$ cat src/rtl/i2c_pkg.sv
// i2c_pkg: shared command and phase types for the I2C bit-level line driver.
package i2c_pkg;
  localparam int CMD_W = 2;
  typedef enum logic [CMD_W-1:0] {
    START     = 2'd0,
    STOP      = 2'd1,
    WRITE_BIT = 2'd2,
    READ_BIT  = 2'd3
  } i2c_cmd_t;
  typedef enum logic [2:0] {IDLE, PH_A, PH_B, PH_C, PH_D} drv_state_t;
endpackage

$ cat src/rtl/i2c_quarter_timer.sv
// i2c_quarter_timer: quarter-bit down-counter; holds while en is low, last flags the final cycle.
module i2c_quarter_timer #(
  parameter int DIV_WIDTH = 16
) (
  input  logic                 clk,
  input  logic                 n_rst,
  input  logic                 load,
  input  logic                 en,
  input  logic [DIV_WIDTH-1:0] load_val,
  output logic                 last
);
  logic [DIV_WIDTH-1:0] cnt;
  always_ff @(posedge clk or negedge n_rst)
    if (!n_rst) cnt <= '0;
    else if (load) cnt <= load_val;
    else if (en && cnt != '0) cnt <= cnt - 1'b1;
  assign last = cnt == '0;
endmodule

$ cat src/rtl/i2c_line_driver.sv
// i2c_line_driver: bit-level I2C master engine running START/STOP/WRITE_BIT/READ_BIT
// as four quarter phases, with clock stretching and arbitration-loss detection.
module i2c_line_driver
  import i2c_pkg::*;
#(
  parameter int DIV_WIDTH = 16
) (
  input  logic                 clk,
  input  logic                 n_rst,
  input  logic                 cmd_valid,
  input  logic [CMD_W-1:0]     cmd,
  input  logic                 cmd_bit,
  input  logic [DIV_WIDTH-1:0] clk_div,
  input  logic                 scl_in_sync,
  input  logic                 sda_in_sync,
  output logic                 cmd_ready,
  output logic                 done,
  output logic                 rd_bit,
  output logic                 arb_lost,
  output logic                 busy,
  output logic                 scl_oe,
  output logic                 sda_oe
);
  drv_state_t state, state_d;
  i2c_cmd_t cmd_r, c;
  logic bit_r, accept, en, last, tick;
  logic scl_d, sda_d, done_d, arb_d, rd_d;
  logic [DIV_WIDTH-1:0] qm1, qm1_d;

  assign c         = i2c_cmd_t'(cmd);
  assign cmd_ready = state == IDLE;
  assign busy      = ~cmd_ready;
  assign accept    = cmd_valid & cmd_ready;
  assign qm1_d     = clk_div == '0 ? '0 : clk_div - 1'b1;
  // B only advances once the bus actually shows SCL high (slave stretch)
  assign en        = state != IDLE && (state != PH_B || scl_in_sync);
  assign tick      = en & last;

  i2c_quarter_timer #(.DIV_WIDTH(DIV_WIDTH)) u_timer (
    .clk     (clk),
    .n_rst   (n_rst),
    .load    (accept | tick),
    .en      (en),
    .load_val(accept ? qm1_d : qm1),
    .last    (last)
  );

  always_comb begin
    state_d = state;
    scl_d   = scl_oe;
    sda_d   = sda_oe;
    done_d  = 1'b0;
    arb_d   = 1'b0;
    rd_d    = rd_bit;
    if (accept) begin
      state_d = PH_A;
      scl_d   = c == START ? scl_oe : 1'b1;
      sda_d   = c == WRITE_BIT ? ~cmd_bit : c == STOP;
    end else if (tick) begin
      case (state)
        PH_A: begin
          state_d = PH_B;
          scl_d   = 1'b0;
        end
        PH_B: begin
          state_d = PH_C;
          sda_d   = cmd_r == START ? 1'b1 : cmd_r == STOP ? 1'b0 : sda_oe;
        end
        PH_C: begin
          arb_d   = cmd_r == WRITE_BIT && bit_r && !sda_in_sync;
          state_d = arb_d ? IDLE : PH_D;
          scl_d   = !arb_d && cmd_r != STOP;
          sda_d   = arb_d ? 1'b0 : sda_oe;
          rd_d    = cmd_r == READ_BIT ? sda_in_sync : rd_bit;
        end
        PH_D: begin
          arb_d   = cmd_r == STOP && !sda_in_sync;
          done_d  = !arb_d;
          state_d = IDLE;
        end
        default: ;
      endcase
    end
  end

  always_ff @(posedge clk or negedge n_rst)
    if (!n_rst) begin
      state    <= IDLE;
      cmd_r    <= START;
      bit_r    <= 1'b0;
      qm1      <= '0;
      scl_oe   <= 1'b0;
      sda_oe   <= 1'b0;
      done     <= 1'b0;
      arb_lost <= 1'b0;
      rd_bit   <= 1'b0;
    end else begin
      state    <= state_d;
      scl_oe   <= scl_d;
      sda_oe   <= sda_d;
      done     <= done_d;
      arb_lost <= arb_d;
      rd_bit   <= rd_d;
      if (accept) begin
        cmd_r <= c;
        bit_r <= cmd_bit;
        qm1   <= qm1_d;
      end
    end
endmodule

$ cat config.mk
export PLATFORM = sky130hd
export DESIGN_NAME = i2c_line_driver
export DESIGN_NICKNAME = d
export VERILOG_FILES = /design/src/rtl/i2c_pkg.sv /design/src/rtl/i2c_quarter_timer.sv /design/src/rtl/i2c_line_driver.sv
export SDC_FILE = /design/constraint.sdc
export NUM_CORES = 1
export LEC_CHECK = 0
export ABC_AREA = 1
export ABC_CLOCK_PERIOD_IN_PS = 1500
export CORE_MARGIN = 1.5
export CORE_UTILIZATION = 40
export CTS_CLUSTER_DIAMETER = 80
export DETAILED_ROUTE_END_ITERATION = 10
export GPL_ROUTABILITY_DRIVEN = 0
export MAX_ROUTING_LAYER = met4
export SYNTH_ARGS = -nofsm -noshare
export SYNTH_HDL_FRONTEND = slang
export SYNTH_SLANG_ARGS = --single-unit
$ cat constraint.sdc
create_clock -name clk -period 1.5 [get_ports clk]
set_input_delay 0.15 -clock clk [delete_from_list [all_inputs] [get_ports clk]]
set_output_delay 0.15 -clock clk [all_outputs]
set_load 0.005 [all_outputs]
==> impl_metrics.py, run 1 <==
metrics = {
    "cts": {
        "path_clk_slew_ps": 90,
        "clk_latency_ps": 300,
        "cts_tree": "built",
        "cts_root_buf": "clkbuf_8",
        "htree_num_levels": 2,
        "clockBufferDepth": 2,
        "clkSinkCount": 43,
        "cts_buffers": 5,
    },
    "die": {
        "dieHeight_um": 86.61,
        "fp-row-count": 30,
        "pin_count": 31,
        "die_w_um": 86.61,
        "die_area_um2": 7501,
        "initial_utilization_pct": 41.16,
        "coreArea_um2": 6794,
    },
    "worst_setup_path": {
        "required_ps": 1690,
        "cp.arrival_ps": 1880,
        "end_kind": "flip-flop",
        "crit_top_cell": "nand2_1",
        "crit_path_max_incr_delay_ps": 440,
        "critical_path_class": "reg2reg",
        "cp_top_family": "simple AND/OR/NAND/NOR gates",
        "cp_cell_sequence": "nor2_2 -> nand2_2 -> nor3_2 -> nand3_2 -> nand2_4 -> buf_6 -> nand3_1 -> nand2_1 -> nand2_1",
        "cp_max_fo": 11,
        "cp_slowest_cell": "dfrtp_1",
        "critPathBufInv": 1,
        "start_kind": "flip-flop",
    },
    "synthesis": {
        "synthesis.instances": 401,
        "ys_seq_area_share_pct": 38.48,
        "syn_area_um2": 2796,
        "avgSynthCellArea_um2": 6.974,
        "yosys_register_bits": 43,
        "synth_top_family_by_area": "simple AND/OR/NAND/NOR gates",
        "synth.mux.area_fraction_pct": 0,
        "yosysWarnings": 0,
        "yosys.cell_types.count": 32,
        "ys.flop_type": "dfrtp_1",
        "synth_compound_area_share_pct": 7.919,
        "synthArstFlopShare_pct": 100.0,
        "yosys.area_share.simple_pct": 38.26,
        "synth_fa_ha_area_share_pct": 1.342,
        "synth_xor_area_share_pct": 5.951,
        "synthesis.nets": 428,
        "synth_edf_count": 0,
    },
    "pwr": {
        "ir_drop_mv": 0.6349,
        "internal_power_mw": 1.606,
        "pwr-share-clk_pct": 34.9,
        "p_sw_mw": 0.5145,
        "seqPwrFrac_pct": 54.6,
        "switching_share_pct": 24.26,
        "p_total_mw": 2.121,
        "p_per_area_nw_per_um2": 520.9,
        "leakage_nw": 1.998,
        "comb_power_share_pct": 10.5,
    },
    "sta": {
        "final_max_slew_viol_count": 0,
        "hold_violations": 0,
        "slew_headroom_pct": 69.43,
        "setup_tns_ps": -3201,
        "post-route-period-util_pct": 112.4,
        "fin_crit_ps": 1687,
        "fin_ws_ps": -186.5,
        "tightestPinTransition_ps": 458.5,
        "setup_viol": 25,
        "finClkSkew_ps": 12.01,
        "grt_setup_unrepaired": "yes",
        "fmax_mhz": 592.9,
    },
    "route": {
        "dr.pass1.iters": 4,
        "routed_wirelength_um": 7874,
        "drt_iter0_markers": 109,
        "ant_nets": 0,
        "vias": 2987,
        "viasPerCell": 4.833,
        "wl_per_cell_um": 12.74,
        "drc": 0,
    },
    "hold_path": {
        "hp-class": "in2async",
    },
    "final_layout": {
        "utilization_pct": 59.93,
        "final_cell_mix": "nand2_1, buf_4, nor2_1",
        "diodes": 0,
        "multiInputGateArea_um2": 1593,
        "drive_above_1_share_pct": 28.16,
        "area_growth_pct": 45.59,
        "finish.instance_area_um2": 4071,
        "n_fill_cell": 627,
        "seq_area_um2": 1076,
        "final_common_cell": "nand2_1",
        "final_nets": 548,
    },
    "place": {
        "port_buffers": 30,
        "dpl_cell_area_um2": 3812,
        "dp_hpwl_um": 5930,
    },
    "global_route": {
        "antenna_found_initial": 0,
        "grt_use_total_pct": 22.37,
        "grt_pass1_wl_um": 12830,
        "grt_max_degree": 28,
        "overflow": 0,
        "grt_pass1_vias": 2874,
    },
    "outcome": {
        "violations": "setup timing",
        "status": "complete, but fails checks",
    },
    "run": {
        "drv_cap": 0,
    },
}
==> state kept, by name (all words and copies together), names as in the netlist <==
register     count
qm1             16
u_timer.cnt     16
state            3
cmd_r            2
arb_lost         1
bit_r            1
done             1
rd_bit           1
scl_oe           1
sda_oe           1
==> synthesized netlist by cell type (3+ instances only) <==
master | count | share of area, %
nand3_1 | 31 | 5.5
o21ai_1 | 7 | 1.3
nor3_1 | 4 | 0.72
nand2_1 | 123 | 17
xor2_1 | 11 | 3.4
buf_4 | 3 | 0.81
o21ai_0 | 19 | 3.4
nand4_1 | 7 | 1.6
a21oi_1 | 6 | 1.1
nand2_2 | 3 | 0.67
nor4_1 | 3 | 0.67
ha_1 | 3 | 1.3
buf_2 | 4 | 0.72
nand2_4 | 3 | 1.2
inv_2 | 5 | 0.67
xnor2_1 | 8 | 2.5
nor2_1 | 57 | 7.7
o22ai_1 | 4 | 0.89
nor2_2 | 6 | 1.3
dfrtp_1 | 43 | 38
inv_1 | 36 | 4.8
==> worst reg2reg max path: stages (launching register included) <==
cell	delay, ps
dfrtp_1	440
nor2_2	140
nand2_2	90
nor3_2	200
nand3_2	130
nand2_4	160
buf_6	160
nand3_1	120
nand2_1	80
nand2_1	50
==> per-stage QoR <==
| stage | hold slack [ps] | setup slack, ps | cells |
|---|---|---|---|
| after floorplan | -145.6 | 19.15 | 401 |
| after global placement | 119.3 | -376.7 | 603 |
| after detailed placement | 121.3 | -433.0 | 603 |
| after CTS | 333.6 | -151.8 | 615 |
| after global routing | 357.7 | -273.0 | 618 |
| final | 327.1 | -186.5 | 618 |
==> area by class of cell <==
cell class                 instances  share of cell area [%]
tap                               96                   2.950
multi-input combinational        307                   39.12
clock buffer                       6                   1.782
sequential                        43                   26.43
inverter                          42                   3.995
timing repair buffer             122                   25.41
clock inverter                     2                  0.3073
==> final timing paths <==
check,start,endpoint,slack (ps),cells past startpoint
setup / recovery,u_timer.cnt[4]$_DFFE_PN0P_,u_timer.cnt[6]$_DFFE_PN0P_,-190,9
hold / removal,n_rst,scl_oe$_DFFE_PN0P_,330,2
setup reg to reg,u_timer.cnt[4]$_DFFE_PN0P_,u_timer.cnt[6]$_DFFE_PN0P_,-190,9
hold reg to reg,qm1[13]$_DFF_PN0_,qm1[13]$_DFF_PN0_,480,2
max in group asynchronous,n_rst,u_timer.cnt[8]$_DFFE_PN0P_,670,3
min in group clk,cmd_bit,bit_r$_DFFE_PN0P_,450,3
==> cell families (layout without fill, tap and decap cells) <==
| logic type | count (synthesis) | after routing |
|---|---|---|
| simple gates | 244 | 244 |
| buf+inv | 51 | 172 |
| flops | 43 | 43 |
| compound gates | 41 | 41 |
| xor+xnor | 19 | 19 |
| fa+ha+maj | 3 | 3 |
==> power groups by stage <==
stage / logic [mW] / clock network [mW] / registers [mW]
after floorplan: 0.0510 / 0 / 1.18
after global placement: 0.218 / 0 / 1.18
after detailed placement: 0.217 / 0 / 1.18
after CTS: 0.221 / 0.763 / 1.16
after global routing: 0.243 / 0.815 / 1.16
final: 0.222 / 0.741 / 1.16
==> per-layer routing <==
metal,track usage (%),share of wire (%),up-vias
met2,38.07,49,67
met1,28.50,46,1387
met4,4.692,1.9,0
li1,-,-,1519
met3,3.048,3.3,14
met5,-,0,-
==> timing repair <==
item | 4_1_cts | 5_1_grt
hold buffers | 1 | 0
pin swaps | 3 | 7
endpoints found under the hold margin | 16 | 0
gates resized for setup | 18 | 25
gates cloned | 0 | 1
endpoints found under the setup margin | 24 | 29
setup buffers | 3 | 3
(Power assumes the default switching activity.)
==> run 2, diff against run 1 <==
- ABC_CLOCK_PERIOD_IN_PS: 1500 -> 1800
- clock period: 1.5 -> 1.8 ns (I/O delays scaled with it)
==> impl_metrics.py, run 2 (same netlist as run 1, synthesis figures left out) <==
metrics = {
    "die": {
        "die_w_um": 86.61,
        "coreArea_um2": 6794,
        "dieHeight_um": 86.61,
        "initial_utilization_pct": 41.16,
        "fp-row-count": 30,
        "die_area_um2": 7501,
        "pin_count": 31,
    },
    "worst_setup_path": {
        "reg2reg_to": "u_timer.cnt[9]$_DFFE_PN0P_",
        "reg2reg_from": "u_timer.cnt[4]$_DFFE_PN0P_",
        "required_ps": 1990,
        "cp_max_fo": 6,
        "critical_path_class": "reg2reg",
        "cp.arrival_ps": 1940,
        "ff2ff_setup_slack_ps": 40,
        "start_kind": "flip-flop",
        "end_kind": "flip-flop",
        "r2r.worst_path.cells": 9,
    },
    "hold_path": {
        "hold_end": "qm1[14]$_DFF_PN0_",
        "hp-start": "qm1[14]$_DFF_PN0_",
        "hp-class": "reg2reg",
        "holdPathStages": 2,
    },
    "route": {
        "vias": 2811,
        "ant_nets": 0,
        "drc": 0,
        "viasPerCell": 4.949,
        "wl_per_cell_um": 13.07,
        "routed_wirelength_um": 7422,
        "drt_iter0_markers": 149,
        "dr.pass1.iters": 4,
    },
    "cts": {
        "clockBufferDepth": 2,
        "cts_buffers": 5,
        "cts_tree": "built",
        "cts_root_buf": "clkbuf_8",
        "path_clk_slew_ps": 80,
        "htree_num_levels": 2,
        "clk_latency_ps": 300,
        "clkSinkCount": 43,
    },
    "run": {
        "drv_cap": 0,
    },
    "sta": {
        "final_max_slew_viol_count": 0,
        "holdWs_ps": 480.0,
        "setup_viol": 0,
        "post-route-period-util_pct": 97.55,
        "fin_crit_ps": 1756,
        "setup_tns_ps": 0,
        "fmax_mhz": 569.5,
        "finClkSkew_ps": 9.286,
        "tightestPinTransition_ps": 565.2,
        "slew_headroom_pct": 62.32,
        "hold_violations": 0,
    },
    "global_route": {
        "grt_max_degree": 44,
        "grt_use_total_pct": 20.78,
        "antenna_found_initial": 0,
        "grt_pass1_vias": 2763,
        "overflow": 0,
        "grt_pass1_wl_um": 11930,
    },
    "final_layout": {
        "multiInputGateArea_um2": 1535,
        "drive_above_1_share_pct": 16.95,
        "n_fill_cell": 678,
        "final_common_cell": "nand2_1",
        "finish.instance_area_um2": 3640,
        "final_nets": 498,
        "biggestRegsByFlops": "qm1 x16, u_timer.cnt x16, state x3",
        "final_cell_mix": "nand2_1, nor2_1, dfrtp_1",
        "area_growth_pct": 30.16,
        "diodes": 0,
        "seq_area_um2": 1077,
    },
    "pwr": {
        "p_per_area_nw_per_um2": 478.5,
        "ir_drop_mv": 0.3908,
        "leakage_nw": 1.797,
    },
    "place": {
        "dp_hpwl_um": 5366,
        "port_buffers": 30,
        "dpl_cell_area_um2": 3415,
    },
    "outcome": {
        "status": "completed",
    },
}
-- run 2: worst max path at each step --
stage | cells past startpoint | start | slack [ps] | end
floorplan | 10 | u_timer.cnt[0]$_DFFE_PN0P_ | 240 | u_timer.cnt[9]$_DFFE_PN0P_
global placement | 12 | clk_div[0] | -90 | u_timer.cnt[5]$_DFFE_PN0P_
detailed placement | 12 | clk_div[0] | -120 | u_timer.cnt[13]$_DFFE_PN0P_
CTS | 10 | u_timer.cnt[0]$_DFFE_PN0P_ | 40 | u_timer.cnt[1]$_DFFE_PN0P_
global route | 9 | u_timer.cnt[4]$_DFFE_PN0P_ | -1 | u_timer.cnt[9]$_DFFE_PN0P_
finish | 9 | u_timer.cnt[4]$_DFFE_PN0P_ | 40 | u_timer.cnt[9]$_DFFE_PN0P_
-- run 2: per-stage QoR --
step	util (%)	instances	setup WS, ps	total power, mW
CTS	51.68	561	35.62	1.749
floorplan	-	401	236.6	1.027
global route	53.57	568	-1.289	1.800
global placement	50.26	552	-90.99	1.148
detailed placement	50.26	552	-115.8	1.149
finish	53.57	568	44.15	1.741
-- run 2: timing repair --
action                                  4_1_cts  5_1_grt
hold buffers                                  1        0
pin swaps                                     0        3
setup buffers                                 0        5
hold endpoints to repair                     43        0
endpoints found under the setup margin        2       15
cloned                                        0        2
gates resized for setup                       2       12
-- run 2: where the power goes --
part	internal, mW	switching, mW	leakage, nW
Sequential	0.965	0	0.559
Clock	0.266	0.346	0.0477
Combinational	0.0886	0.0760	1.19
-- run 2: worst max-delay path: stages (launching register included) --
cell and delay (ps):
dfrtp_2 470, nor2_4 160, nand2_4 80, nor3_4 200, nand3_2 130, nand2_4 180, clkbuf_16 170, nor2_1 40
o21ai_1 150, nand2_1 70
-- run 2: per-layer routing --
layer / share of wire (%) / GRT usage [%] / up-vias
li1: - / - / 1418
met1: 45 / 24.16 / 1310
met2: 49 / 36.36 / 72
met3: 3.8 / 3.143 / 11
met4: 1.9 / 7.478 / 0
met5: 0 / - / -
-- run 2: area by class of cell --
class	count	area share [%]
multi-input cells	307	42.18
flip-flops and latches	43	29.60
repair buffers	72	18.15
inverters	42	4.469
well taps	96	3.300
clock buffers	5	1.891
clock inverters	3	0.4125
==> run 3, diff against run 2 <==
- CELL_PAD_IN_SITES_DETAIL_PLACEMENT: not set -> 1
- CELL_PAD_IN_SITES_GLOBAL_PLACEMENT: not set -> 1
- PLACE_DENSITY_LB_ADDON: not set -> 0.1
- SLEW_MARGIN: not set -> 15
==> impl_metrics.py, run 3 (same netlist as run 1, synthesis figures left out) <==
metrics = {
    "sta": {
        "fmax_mhz": 575.6,
        "fin_crit_ps": 1737,
        "grt_setup_unrepaired": "yes",
        "slew_headroom_pct": 68.33,
        "hold_violations": 0,
        "holdWs_ps": 375.1,
        "tightestPinTransition_ps": 475.0,
        "post-route-period-util_pct": 96.52,
        "fin_ws_ps": 62.73,
        "finClkSkew_ps": 9.342,
        "setup_tns_ps": 0,
        "setup_viol": 0,
        "final_max_slew_viol_count": 0,
    },
    "final_layout": {
        "finish.instance_area_um2": 3726,
        "n_fill_cell": 877,
        "final_common_cell": "nand2_1",
        "fin_cells": 571,
        "diodes": 0,
        "biggestRegsByFlops": "qm1 x16, u_timer.cnt x16, state x3",
        "final_cell_mix": "nand2_1, nor2_1, buf_4",
        "drive_above_1_share_pct": 19.79,
        "area_growth_pct": 33.24,
        "utilization_pct": 54.84,
        "final_nets": 501,
    },
    "cts": {
        "cts_buffers": 5,
        "htree_num_levels": 2,
        "path_clk_slew_ps": 80,
        "clkSinkCount": 43,
        "cts_root_buf": "clkbuf_8",
        "clockBufferDepth": 2,
        "clk_latency_ps": 310,
        "cts_tree": "built",
    },
    "worst_setup_path": {
        "r2r.worst_path.cells": 9,
        "cp.arrival_ps": 1930,
        "cp_max_fo": 11,
        "critical_path_class": "reg2reg",
        "critPathLaunch": "u_timer.cnt[5]$_DFFE_PN0P_",
        "required_ps": 1990,
        "ff2ff_setup_slack_ps": 60,
        "start_kind": "flip-flop",
        "reg2reg_to": "u_timer.cnt[9]$_DFFE_PN0P_",
        "reg2reg_from": "u_timer.cnt[5]$_DFFE_PN0P_",
        "end_kind": "flip-flop",
    },
    "die": {
        "fp-row-count": 30,
        "initial_utilization_pct": 41.16,
        "coreArea_um2": 6794,
        "die_area_um2": 7501,
        "dieHeight_um": 86.61,
        "pin_count": 31,
        "die_w_um": 86.61,
    },
    "route": {
        "viasPerCell": 5.046,
        "dr.pass1.iters": 4,
        "wl_per_cell_um": 15.25,
        "drc": 0,
        "routed_wirelength_um": 8707,
        "vias": 2881,
        "drt_iter0_markers": 95,
        "ant_nets": 0,
    },
    "global_route": {
        "overflow": 0,
        "grt_pass1_vias": 3050,
        "antenna_found_initial": 0,
        "grt_use_total_pct": 25.62,
        "grt_pass1_wl_um": 14230,
        "grt_max_degree": 26,
        "met2_usage_pct": 44.60,
        "met3_usage_pct": 4.095,
        "met1_usage_pct": 28.82,
        "grt-busiest-layer": "met2",
    },
    "pwr": {
        "p_sw_mw": 0.4315,
        "seqPwrFrac_pct": 47.2,
        "p_total_mw": 2.044,
        "internal_power_mw": 1.613,
        "p_per_area_nw_per_um2": 548.7,
        "switching_share_pct": 21.11,
        "leakage_nw": 1.798,
        "pwr-share-clk_pct": 44.2,
        "ir_drop_mv": 0.4387,
        "comb_power_share_pct": 8.6,
    },
    "hold_path": {
        "hp-class": "in2async",
    },
    "place": {
        "dpl_cell_area_um2": 3442,
        "dp_hpwl_um": 6652,
        "pre_cts_ws_ps": -157.1,
        "port_buffers": 30,
        "dp_cells": 554,
    },
    "outcome": {
        "status": "completed",
    },
    "run": {
        "drv_cap": 0,
    },
}
[run 3: power by group through the flow]
| stage | logic (mW) | clock network [mW] | registers, mW |
|---|---|---|---|
| 6_report | 0.177 | 0.903 | 0.965 |
| 5_1_grt | 0.195 | 0.962 | 0.965 |
| 4_1_cts | 0.180 | 0.924 | 0.965 |
| 3_5_place_dp | 0.177 | 0 | 0.984 |
| 3_3_place_gp | 0.175 | 0 | 0.984 |
| 2_1_floorplan | 0.0425 | 0 | 0.985 |
[run 3: final cells by class]
cell class                      instances  area [um2]  share of cell area [%]
Clock buffer                            6       72.57                   1.948
Clock inverter                          2       60.06                   1.612
Inverter                               42       165.2                   4.432
Multi-Input combinational cell        307        1553                   41.67
Sequential cell                        43        1084                   29.08
Tap cell                               96       120.1                   3.224
Timing Repair Buffer                   75       671.9                   18.03
[run 3: worst max-delay path, cell delays in order, from the launching register on]
cell and delay [ps]:
dfrtp_2 460, nor2_4 160, nand2_4 80, nor3_4 190
nand3_2 130, nand2_4 170, buf_12 140, o21ai_0 70
o21ai_1 150, nand2_1 80
[run 3: worst max path at each step]
| stage | slack (ps) | endpoint | cells past startpoint |
|---|---|---|---|
| 2_1_floorplan | 240 | u_timer.cnt[9]$_DFFE_PN0P_ | 10 |
| 3_3_place_gp | -80 | u_timer.cnt[9]$_DFFE_PN0P_ | 12 |
| 3_5_place_dp | -160 | u_timer.cnt[9]$_DFFE_PN0P_ | 12 |
| 4_1_cts | 7 | u_timer.cnt[1]$_DFFE_PN0P_ | 10 |
| 5_1_grt | -30 | u_timer.cnt[9]$_DFFE_PN0P_ | 10 |
| 6_report | 60 | u_timer.cnt[9]$_DFFE_PN0P_ | 9 |
[run 3: timing repair]
item                                    4_1_cts  5_1_grt
endpoints found under the hold margin        18        0
setup buffers                                 0        8
endpoints found under the setup margin        3       21
gates resized for setup                       2       26
pin swaps                                     0        5
hold buffers                                  1        0
[run 3: per-layer routing]
layer / wire (um) / up-vias / share of wire, %
li1: - / 1426 / -
met1: 3854 / 1404 / 44
met2: 4482 / 35 / 51
met3: 164 / 16 / 1.9
met4: 205 / 0 / 2.4
met5: 0 / - / 0
